File: src/rtl/mem_access_unit_pkg.sv
// Shared constants for the data-memory access sequencer.
//   - Memory access size encodings and data window base address.
//   - Error codes reported on rsp_err_code.
//   - Sequencer state encoding.
package mem_access_unit_pkg;

  // Access size encodings understood by the data memory; 2'b11 is undefined.
  localparam logic [1:0] MEM_BYTE = 2'b00;
  localparam logic [1:0] MEM_HALF = 2'b01;
  localparam logic [1:0] MEM_WORD = 2'b10;

  localparam logic [31:0] DATA_BASE_ADDRESS = 32'h1001_0000;

  localparam logic [1:0] MAU_ERR_NONE  = 2'd0;
  localparam logic [1:0] MAU_ERR_ALIGN = 2'd1;
  localparam logic [1:0] MAU_ERR_RANGE = 2'd2;
  localparam logic [1:0] MAU_ERR_OP    = 2'd3;

  typedef enum logic [1:0] {
    MAU_IDLE   = 2'd0,
    MAU_ACCESS = 2'd1,
    MAU_RESP   = 2'd2,
    MAU_ERR    = 2'd3
  } mau_state_e;

endpackage

File: src/rtl/mau_req_check.sv
// Combinational request validator for mem_access_unit.
// Ports:
//   op       in  2   requested access size
//   addr     in  32  requested byte address
//   ok       out 1   request may proceed to memory
//   err_code out 2   first failing check: bad op, then range, then alignment
module mau_req_check
  import mem_access_unit_pkg::*;
#(
  parameter int unsigned DATA_SIZE_BYTES = 4096
) (
  input  logic [1:0]  op,
  input  logic [31:0] addr,
  output logic        ok,
  output logic [1:0]  err_code
);

  logic [31:0] offset;
  logic        misaligned;

  // Unsigned subtraction: addresses below the base wrap to huge offsets and fail.
  assign offset     = addr - DATA_BASE_ADDRESS;
  assign misaligned = ((op == MEM_HALF) && addr[0]) ||
                      ((op == MEM_WORD) && (addr[1:0] != 2'b00));

  always_comb begin
    err_code = MAU_ERR_NONE;
    if (op == 2'b11) begin
      err_code = MAU_ERR_OP;
    end else if (offset >= 32'(DATA_SIZE_BYTES)) begin
      err_code = MAU_ERR_RANGE;
    end else if (misaligned) begin
      err_code = MAU_ERR_ALIGN;
    end
  end

  assign ok = (err_code == MAU_ERR_NONE);

endmodule

File: src/rtl/mem_access_unit.sv
// Load/store sequencer sitting directly in front of the data memory.
// Accepts one request at a time, validates it, drives the memory for exactly one
// cycle and captures load data into the MDR (rsp_rdata).
// Ports:
//   clk, rst                         clock, asynchronous active-high reset
//   req_valid/req_ready              request handshake (ready only in IDLE)
//   req_write/op/ext/addr/wdata      request fields
//   rsp_valid/rsp_err/rsp_err_code   completion pulse and error status
//   rsp_rdata                        MDR, updated only by completed loads
//   bad_addr                         address of the last rejected request
//   dm_wr/dm_read/dm_op/dm_ext/dm_addr/dm_din  registered memory controls
//   dm_dout                          memory read data
module mem_access_unit
  import mem_access_unit_pkg::*;
#(
  parameter int unsigned DATA_SIZE_BYTES = 4096
) (
  input  logic        clk,
  input  logic        rst,
  input  logic        req_valid,
  output logic        req_ready,
  input  logic        req_write,
  input  logic [1:0]  req_op,
  input  logic        req_ext,
  input  logic [31:0] req_addr,
  input  logic [31:0] req_wdata,
  output logic        rsp_valid,
  output logic        rsp_err,
  output logic [1:0]  rsp_err_code,
  output logic [31:0] rsp_rdata,
  output logic [31:0] bad_addr,
  output logic        dm_wr,
  output logic        dm_read,
  output logic [1:0]  dm_op,
  output logic        dm_ext,
  output logic [31:0] dm_addr,
  output logic [31:0] dm_din,
  input  logic [31:0] dm_dout
);

  mau_state_e  state_q, state_d;
  logic        dm_wr_q, dm_wr_d;
  logic        dm_read_q, dm_read_d;
  logic [1:0]  dm_op_q, dm_op_d;
  logic        dm_ext_q, dm_ext_d;
  logic [31:0] dm_addr_q, dm_addr_d;
  logic [31:0] dm_din_q, dm_din_d;
  logic        rsp_valid_q, rsp_valid_d;
  logic        rsp_err_q, rsp_err_d;
  logic [1:0]  rsp_err_code_q, rsp_err_code_d;
  logic [31:0] rsp_rdata_q, rsp_rdata_d;
  logic [31:0] bad_addr_q, bad_addr_d;

  logic        chk_ok;
  logic [1:0]  chk_code;

  mau_req_check #(
    .DATA_SIZE_BYTES(DATA_SIZE_BYTES)
  ) u_req_check (
    .op      (req_op),
    .addr    (req_addr),
    .ok      (chk_ok),
    .err_code(chk_code)
  );

  // The dm_* registers double as the latched request; they are only loaded for
  // accepted valid requests so dm_dout stays stable otherwise.
  always_comb begin
    state_d        = state_q;
    dm_wr_d        = 1'b0;
    dm_read_d      = 1'b0;
    dm_op_d        = dm_op_q;
    dm_ext_d       = dm_ext_q;
    dm_addr_d      = dm_addr_q;
    dm_din_d       = dm_din_q;
    rsp_valid_d    = 1'b0;
    rsp_err_d      = 1'b0;
    rsp_err_code_d = rsp_err_code_q;
    rsp_rdata_d    = rsp_rdata_q;
    bad_addr_d     = bad_addr_q;

    unique case (state_q)
      MAU_IDLE: begin
        if (req_valid) begin
          if (chk_ok) begin
            state_d   = MAU_ACCESS;
            dm_wr_d   = req_write;
            dm_read_d = !req_write;
            dm_op_d   = req_op;
            dm_ext_d  = req_ext;
            dm_addr_d = req_addr;
            dm_din_d  = req_wdata;
          end else begin
            state_d        = MAU_ERR;
            rsp_valid_d    = 1'b1;
            rsp_err_d      = 1'b1;
            rsp_err_code_d = chk_code;
            bad_addr_d     = req_addr;
          end
        end
      end
      MAU_ACCESS: begin
        state_d        = MAU_RESP;
        rsp_valid_d    = 1'b1;
        rsp_err_code_d = MAU_ERR_NONE;
        if (dm_read_q) begin
          rsp_rdata_d = dm_dout;
        end
      end
      MAU_RESP: state_d = MAU_IDLE;
      MAU_ERR:  state_d = MAU_IDLE;
      default:  state_d = MAU_IDLE;
    endcase
  end

  always_ff @(posedge clk or posedge rst) begin
    if (rst) begin
      state_q        <= MAU_IDLE;
      dm_wr_q        <= 1'b0;
      dm_read_q      <= 1'b0;
      dm_op_q        <= MEM_WORD;
      dm_ext_q       <= 1'b0;
      dm_addr_q      <= DATA_BASE_ADDRESS;
      dm_din_q       <= 32'h0;
      rsp_valid_q    <= 1'b0;
      rsp_err_q      <= 1'b0;
      rsp_err_code_q <= MAU_ERR_NONE;
      rsp_rdata_q    <= 32'h0;
      bad_addr_q     <= 32'h0;
    end else begin
      state_q        <= state_d;
      dm_wr_q        <= dm_wr_d;
      dm_read_q      <= dm_read_d;
      dm_op_q        <= dm_op_d;
      dm_ext_q       <= dm_ext_d;
      dm_addr_q      <= dm_addr_d;
      dm_din_q       <= dm_din_d;
      rsp_valid_q    <= rsp_valid_d;
      rsp_err_q      <= rsp_err_d;
      rsp_err_code_q <= rsp_err_code_d;
      rsp_rdata_q    <= rsp_rdata_d;
      bad_addr_q     <= bad_addr_d;
    end
  end

  assign req_ready    = (state_q == MAU_IDLE);
  assign rsp_valid    = rsp_valid_q;
  assign rsp_err      = rsp_err_q;
  assign rsp_err_code = rsp_err_code_q;
  assign rsp_rdata    = rsp_rdata_q;
  assign bad_addr     = bad_addr_q;
  assign dm_wr        = dm_wr_q;
  assign dm_read      = dm_read_q;
  assign dm_op        = dm_op_q;
  assign dm_ext       = dm_ext_q;
  assign dm_addr      = dm_addr_q;
  assign dm_din       = dm_din_q;

endmodule

File: config.mk
export PLATFORM = sky130hd
export DESIGN_NAME = mem_access_unit
export DESIGN_NICKNAME = d
export VERILOG_FILES = /design/src/rtl/mem_access_unit_pkg.sv /design/src/rtl/mau_req_check.sv /design/src/rtl/mem_access_unit.sv
export SDC_FILE = /design/constraint.sdc
export NUM_CORES = 1
export LEC_CHECK = 0
export ABC_AREA = 1
export CORE_UTILIZATION = 42
export CTS_CLUSTER_SIZE = 16
export DETAILED_ROUTE_END_ITERATION = 6
export HOLD_SLACK_MARGIN = 0.02
export PLACE_DENSITY = 0.8
export SETUP_SLACK_MARGIN = 0.3
export SKIP_LAST_GASP = 1
export SLEW_MARGIN = 20
export SYNTH_ARGS = -nofsm -noshare
export SYNTH_HDL_FRONTEND = slang
export SYNTH_SLANG_ARGS = --single-unit
File: constraint.sdc
create_clock -name clk -period 5.9 [get_ports clk]
set_input_delay 1.77 -clock clk [delete_from_list [all_inputs] [get_ports clk]]
set_output_delay 1.77 -clock clk [all_outputs]
set_load 0.01 [all_outputs]
==> summary.md, run 1 <==
| Metric | Value |
|---|---|
| Outcome | `complete, no violations` |
| Clock Tree Buf Depth | `2` |
| Post-layout utilization of the core | `0.672` |
| R2r endpoint | `dm_din[14]$_DFFE_PP0P_` |
| FP Rows | `a little over 40` |
| Clock Latency Late Sink | `around 410 ps` |
| Hold Crit Endpoint | `dm_addr[16]$_DFFE_PP1P_` |
| Most frequent cells in the layout | `240 x clkdlybuf4s50_1, 138 x nand2_1, 136 x dfrtp_1, 89 x inv_1, 48 x o21ai_0` |
| Die H | `115 µm` |
| Fillers | `~950` |
| Critical path startpoint category | `input pin` |
| Full die area | `13,300 µm²` |
| Area Overhead vs Synth | `56.2%` |
| Sequential-to-total area share from yosys stat | `0.644` |
| Initial antenna violation count | `0` |
| Fmax | `between 200 and 250 MHz` |
| Final Hold Fails | `0` |
| Max-slew violation count | `0` |
| Measured slew at the worst slew-check pin | `around 950 ps` |
| P per Cell Area | `324 nW/µm²` |
| Max Cap Viol | `0` |
| Worst EP required | `slightly above 6000 ps` |
| GP Congestion | `~0.73` |
| IO buf count | `between 200 and 250` |
| Worst Hold Path Cells | `2` |
| Net switching power | `between 0.7 and 0.8 mW` |
| Crit path max fanout | `between 60 and 70` |
| Die W | `about 120 µm` |
| Rel. slew slack | `0.370` |
| Worst vdd ir | `approximately 0.15 mV` |
| RR Startpoint | `state_q[0]$_DFFE_PP0P_` |
| Post-synthesis net count | `~630` |
| Kind of critical path | `in -> reg` |
| Remaining Overflow, GRT | `0` |
| DRC viols | `0` |
| Gates resized, CTS repair | `0` |
| Vias per std cell | `approximately 4.4` |
| Net Sw Frac | `0.276` |
| Largest net degree at the start of global routing | `roughly 110` |
| First-pass GRT wire length | `~21,000 µm` |
| Combinational share of power | `0.228` |
| Period minus WS final | `about 4300 ps` |
| Core area | `~13,000 µm²` |
| RSZ-0062 raised after global routing | `no` |
| Final wirelength | `13,100 µm` |
| Leakage | `approximately 4.1 nW` |
| Clock Pin Slew Worst Setup and Hold Paths | `approximately 60 ps` |
| Number of cells on the worst reg-to-reg path | `6` |
| CTS tree | `yes` |
| Mean Syn Cell Area | `between 10 and 15 µm²` |
| Synth warn | `0` |
| Syn Inst Count | `roughly 530` |
| Clock power share | `0.348` |
| Final cell count without fillers | `957` |
| Hold_buf cts | `0` |
| Final setup violation count | `0` |
| Io pins | `~240` |
| Ant. Diodes | `0` |
| Iter 0 DRT Violations | `about 190` |
| HP Start | `dm_addr[16]$_DFFE_PP1P_` |
| Final ANT Viol Nets | `0` |
| Worst Skew | `between 7 and 8 ps` |
| Nets@finish | `875` |
| Setup bufs post-CTS | `0` |
| Yosys reg bits | `around 140` |
| Vias in the first global route | `about 4,200` |
| DR pass1 iterations | `4` |
| Placed Cells incl. Taps | `around 930` |
| Worst hold path class | `reg -> reg` |
| Clock sink total | `between 100 and 150` |
| Htree depth | `4` |
| Fin Setup TNS | `0 ps` |
| Initial core utilization | `0.430` |
| GRT Total Usage | `0.205` |
| Synthesized area | `5410 µm²` |
| P_int | `roughly 2.0 mW` |
| Layout cells sized above 1 | `0.0994` |
| Worst EP arrival | `4570 ps` |
| Cts bufs inserted | `17` |
| Post-DP HPWL | `around 9600 µm` |
| Most common cell after layout, fill and taps aside | `clkdlybuf4s50_1` |
| Worst Setup End Kind | `register` |
| Fin crit share | `0.730` |
| Seq pwr share | `0.423` |
| Drt wl/cell | `between 10 and 15 µm` |
| Worst R2R Setup Slack | `approximately 3600 ps` |
| Yosys cell types | `18` |
| CTS root buf | `clkbuf_16` |
| Total number of vias | `4,258` |
| Overall Power | `2.74 mW` |
[cells in the mapped netlist]
master | n | area share
o21ai_1 | 30 | 0.028
buf_2 | 4 | 0.0037
nand3_1 | 8 | 0.0074
nand4_1 | 1 | 0.0012
dfrtp_1 | 136 | 0.63
clkbuf_1 | 6 | 0.0042
buf_6 | 9 | 0.019
nor2_2 | 2 | 0.0023
nand4_4 | 1 | 0.0039
nor2_1 | 16 | 0.011
dfstp_2 | 3 | 0.015
mux2_2 | 32 | 0.067
buf_1 | 3 | 0.0021
nor3b_1 | 1 | 0.0014
nand2_1 | 140 | 0.097
o21ai_0 | 48 | 0.044
nor2_4 | 1 | 0.0021
inv_1 | 90 | 0.062
[state kept, by name, summed over array words and instances (netlist names)]
| signal | flops |
|---|---|
| bad_addr | 32 |
| dm_addr | 32 |
| dm_din | 32 |
| rsp_rdata | 32 |
| dm_op | 2 |
| rsp_err_code | 2 |
| state_q | 2 |
| dm_ext | 1 |
| dm_read | 1 |
| dm_wr | 1 |
| rsp_err | 1 |
| rsp_valid | 1 |
[critical path, cell delays in order]
cell	delay [ps]
clkdlybuf4s50_1	460
nor2_2	200
nand2_1	110
nor2_2	100
nand2_1	90
nand2_1	70
nand2_1	50
nor2_1	110
nand2_1	100
nor2_4	130
nand4_4	620
buf_4	550
nand2_1	100
o21ai_0	80
[worst max path at each step]
stage | startpoint | depth (start not counted) | end
5_1_grt | req_addr[16] | 14 | dm_din[3]$_DFFE_PP0P_
3_3_place_gp | req_addr[16] | 14 | dm_din[14]$_DFFE_PP0P_
3_5_place_dp | req_addr[16] | 14 | dm_din[8]$_DFFE_PP0P_
6_report | req_addr[16] | 14 | dm_din[14]$_DFFE_PP0P_
2_1_floorplan | rst | 1 | bad_addr[0]$_DFFE_PP0P_
4_1_cts | req_addr[16] | 14 | dm_din[14]$_DFFE_PP0P_
[final cells by class]
| cell class | instances | area, µm² | area share |
|---|---|---|---|
| multi-input cells | 280 | 1440 | 0.170 |
| clock buffers | 18 | 439 | 0.0520 |
| flip-flops and latches | 139 | 3480 | 0.412 |
| clock inverters | 14 | 96.3 | 0.0114 |
| repair buffers | 244 | 2430 | 0.288 |
| inverters | 90 | 343 | 0.0406 |
| well taps | 172 | 215 | 0.0255 |
[stage by stage]
step / hold WS [ps] / instance area (µm²) / setup WS, ps
after CTS: 452 / 8450 / 1580
final: 449 / 8450 / 1590
after global placement: 442 / 7910 / 1270
after detailed placement: 440 / 7910 / 1210
after global routing: 486 / 8450 / 1320
after floorplan: 458 / 5410 / 410
[power by group through the flow]
stage	combinational, mW	clock [mW]	sequential [mW]
6_report	0.625	0.955	1.16
5_1_grt	0.686	1.02	1.18
4_1_cts	0.636	0.977	1.16
3_3_place_gp	0.620	0	1.17
3_5_place_dp	0.634	0	1.18
2_1_floorplan	0.198	0	1.23
[cell families (layout without fill, tap and decap cells)]
| family | Yosys count | in the layout | share of synthesized area |
|---|---|---|---|
| flops | 139 | 139 | 0.644 |
| buf+inv | 112 | 366 | 0.0911 |
| compound gates | 78 | 78 | 0.0722 |
| simple gates | 170 | 170 | 0.127 |
| mux | 32 | 32 | 0.0666 |
[metal layers]
metal  global-route usage  wire [µm]
met1                0.249       5260
met2                0.337       6660
met3               0.0811       1030
met4               0.0641        135
met5                    0          0
(Power assumes the default switching activity.)
==> run 2, diff against run 1 <==
--- a/config.mk
+++ b/config.mk
@@ -6,11 +6,11 @@
 export NUM_CORES = 1
 export LEC_CHECK = 0
 export ABC_AREA = 1
-export CORE_UTILIZATION = 42
+export CORE_UTILIZATION = 38
 export CTS_CLUSTER_SIZE = 16
 export DETAILED_ROUTE_END_ITERATION = 6
 export HOLD_SLACK_MARGIN = 0.02
-export PLACE_DENSITY = 0.8
+export PLACE_DENSITY = 0.77
 export SETUP_SLACK_MARGIN = 0.3
 export SKIP_LAST_GASP = 1
 export SLEW_MARGIN = 20
==> constraint.sdc (replaced) <==
create_clock -name clk -period 3.81 [get_ports clk]
set_input_delay 1.143 -clock clk [delete_from_list [all_inputs] [get_ports clk]]
set_output_delay 1.143 -clock clk [all_outputs]
set_load 0.01 [all_outputs]
==> summary.md, run 2 (synthesized netlist as in run 1, its figures left out) <==
| Metric | Value |
|---|---|
| Outcome | `complete, no violations (unchanged)` |
| Fmax | `approximately 340 MHz` |
| Layout cells sized above 1 | `0.102 (was 0.0994)` |
| RSZ-0062 raised after global routing | `no (unchanged)` |
| Crit. path cell count | `14 (unchanged)` |
| Gates resized, CTS repair | `0 (unchanged)` |
| Full die area | `14,700 µm² (was 13,300 µm²)` |
| Cts bufs inserted | `17 (unchanged)` |
| Worst R2R Setup Slack | `2170 ps (was 3580 ps)` |
| Critical path's largest stage delay | `460 ps (was 620 ps)` |
| Nets@finish | `877 (was 875)` |
| Max-slew violation count | `0 (unchanged)` |
| Ant. Diodes | `0 (unchanged)` |
| Crit path max fanout | `40 (was 67)` |
| Clock Latency Late Sink | `410 ps (about the same)` |
| Crit. Startpoint | `req_addr[16] (unchanged)` |
| CP delay by family, top | `simple AND/OR/NAND/NOR gates (unchanged)` |
| Vias in the first global route | `4,315 (was 4,156)` |
| Initial antenna violation count | `0 (unchanged)` |
| Final setup violation count | `0 (unchanged)` |
| Io pins | `241 (unchanged)` |
| Number of cells on the worst reg-to-reg path | `6 (unchanged)` |
| Htree depth | `4 (unchanged)` |
| Fin crit share | `0.783` |
| Most frequent cells in the layout | `240 x clkdlybuf4s50_1, 138 x nand2_1, 136 x dfrtp_1, 89 x inv_1, 48 x o21ai_0 (unchanged)` |
| Final worst slack | `827 ps (was 1590 ps)` |
| Buf/Inv on CP | `2 (unchanged)` |
| Measured slew at the worst slew-check pin | `772 ps (was 945 ps)` |
| Fin Setup TNS | `0 ps (unchanged)` |
| Kind of critical path | `in -> reg (unchanged)` |
| CTS tree | `yes (unchanged)` |
| Crit path top cell by count | `nand2_1 (unchanged)` |
| Worst hold path class | `reg -> reg (unchanged)` |
| Hold_buf cts | `0 (unchanged)` |
| Area Overhead vs Synth | `59.9% (was 56.2%)` |
| DRC viols | `0 (unchanged)` |
| Final ANT Viol Nets | `0 (unchanged)` |
| P per Cell Area | `543 nW/µm² (was 324 nW/µm²)` |
| Initial core utilization | `0.390 (was 0.430)` |
| Rel. slew slack | `0.485 (was 0.370)` |
| FP Rows | `43 (was 41)` |
| GRT Total Usage | `0.184 (was 0.205)` |
| Slowest CP cell | `clkdlybuf4s50_1 (was nand4_4)` |
| DP Worst Slack | `409 ps (was 1210 ps)` |
| CTS root buf | `clkbuf_16 (unchanged)` |
| Drt wl/cell | `13.6 µm (was 13.7 µm)` |
| Final Hold Fails | `0 (unchanged)` |
| Worst path cell trace | `clkdlybuf4s50_1 > nor2_2 > nand2_1 > nor2_2 > nand2_1 > nand2_1 > nand2_1 > nand2_1 > nand2_1 > nor2_4 > nand3_1 > nand2_2 > buf_4 > o21ai_0 (was clkdlybuf4s50_1 > nor2_2 > nand2_1 > nor2_2 > nand2_1 > nand2_1 > nand2_1 > nor2_1 > nand2_1 > nor2_4 > nand4_4 > buf_4 > nand2_1 > o21ai_0)` |
| Largest net degree at the start of global routing | `140 (was 108)` |
| First-pass GRT wire length | `20,700 µm (about the same)` |
| Critical path startpoint category | `input pin (unchanged)` |
| IO buf count | `240 (unchanged)` |
| Iter 0 DRT Violations | `207 (was 192)` |
| Post-DP HPWL | `9430 µm (was 9590 µm)` |
| R2r endpoint | `dm_din[13]$_DFFE_PP0P_ (was dm_din[14]$_DFFE_PP0P_)` |
| Remaining Overflow, GRT | `0 (unchanged)` |
| Fillers | `1,111 (was 949)` |
| Total number of vias | `4,357 (was 4,258)` |
| Max Cap Viol | `0 (unchanged)` |
| Overall Power | `4.70 mW (was 2.74 mW)` |
| Worst Setup End Kind | `register (unchanged)` |
| Worst Skew | `5.74 ps (was 7.74 ps)` |
| Setup bufs post-CTS | `0 (unchanged)` |
| Clock Pin Slew Worst Setup and Hold Paths | `60 ps (about the same)` |
| Die H | `121 µm (was 115 µm)` |
| RR Startpoint | `state_q[0]$_DFFE_PP0P_ (unchanged)` |
| Clock Tree Buf Depth | `2 (unchanged)` |
| CP endpoint | `bad_addr[3]$_DFFE_PP0P_ (was dm_din[14]$_DFFE_PP0P_)` |
| Final hold slack | `451 ps (was 449 ps)` |
| Most common cell after layout, fill and taps aside | `clkdlybuf4s50_1 (unchanged)` |
| Die W | `121 µm (was 115 µm)` |
| Leakage | `4.16 nW (was 4.06 nW)` |
| Worst EP required | `4080 ps (was 6160 ps)` |
| Final Cell Area | `8650 µm² (was 8450 µm²)` |
| Clock sink total | `139 (unchanged)` |
| Core area | `13,900 µm² (was 12,600 µm²)` |
| Final wirelength | `13,200 µm (was 13,100 µm)` |
| Worst vdd ir | `0.275 mV (was 0.150 mV)` |
| Period minus WS final | `slightly below 3000 ps` |
| Worst EP arrival | `3250 ps (was 4570 ps)` |
| DR pass1 iterations | `5 (was 4)` |
| GP Congestion | `0.797 (was 0.731)` |
| Dpl cell area | `7950 µm² (was 7910 µm²)` |
| Vias per std cell | `4.51 (was 4.45)` |
==> run 2: changes by cell type in the layout (fill, tap and decap cells not counted), sizes merged <==
cell	previous run	this run
clkbuf	18	22
clkinvlp	6	3
bufinv	0	6
inv	93	89
buf	4	6
clkinv	5	2
==> run 2: area by class of cell <==
type | instances | area (µm²) | share of cell area
Timing Repair Buffer | 246 | 2460 | 0.284
Multi-Input combinational cell | 280 | 1440 | 0.166
Clock inverter | 10 | 209 | 0.0242
Sequential cell | 139 | 3480 | 0.402
Tap cell | 180 | 225 | 0.0260
Inverter | 90 | 342 | 0.0395
Clock buffer | 22 | 494 | 0.0571
==> run 2: worst min-delay path by stage <==
| stage | slack (ps) | depth (start not counted) | endpoint | from |
|---|---|---|---|---|
| 2_1_floorplan | 460 | 2 | dm_addr[16]$_DFFE_PP1P_ | dm_addr[16]$_DFFE_PP1P_ |
| 3_3_place_gp | 440 | 2 | dm_addr[28]$_DFFE_PP1P_ | dm_addr[28]$_DFFE_PP1P_ |
| 3_5_place_dp | 440 | 2 | dm_addr[28]$_DFFE_PP1P_ | dm_addr[28]$_DFFE_PP1P_ |
| 4_1_cts | 450 | 2 | dm_addr[16]$_DFFE_PP1P_ | dm_addr[16]$_DFFE_PP1P_ |
| 5_1_grt | 460 | 2 | dm_addr[28]$_DFFE_PP1P_ | dm_addr[28]$_DFFE_PP1P_ |
| 6_report | 450 | 2 | dm_addr[16]$_DFFE_PP1P_ | dm_addr[16]$_DFFE_PP1P_ |
==> run 2: stage by stage <==
step / cells / util
5_1_grt: 967 / 0.623
3_5_place_dp: 935 / 0.573
4_1_cts: 967 / 0.623
2_1_floorplan: 531 / -
6_report: 967 / 0.623
3_3_place_gp: 935 / 0.572
==> run 2: layer usage <==
metal  GRT usage  vias to the layer above  share of wire
met5           0                        -              0
met4      0.0772                        0          0.021
met3      0.0672                       24          0.080
met2       0.297                      173           0.48
met1       0.220                     2040           0.42
li1            -                     2120              -
==> run 2: power by group <==
group,switching (mW),internal (mW),total [mW]
logic,0.432,0.546,0.978
clock network,0.603,1.32,1.92
registers,0.118,1.68,1.80
==> run 2: tightest hold or removal path, cell delays in order, from the launching register on <==
cell and delay [ps]:
dfstp_2 370, inv_1 40, nand2_1 40
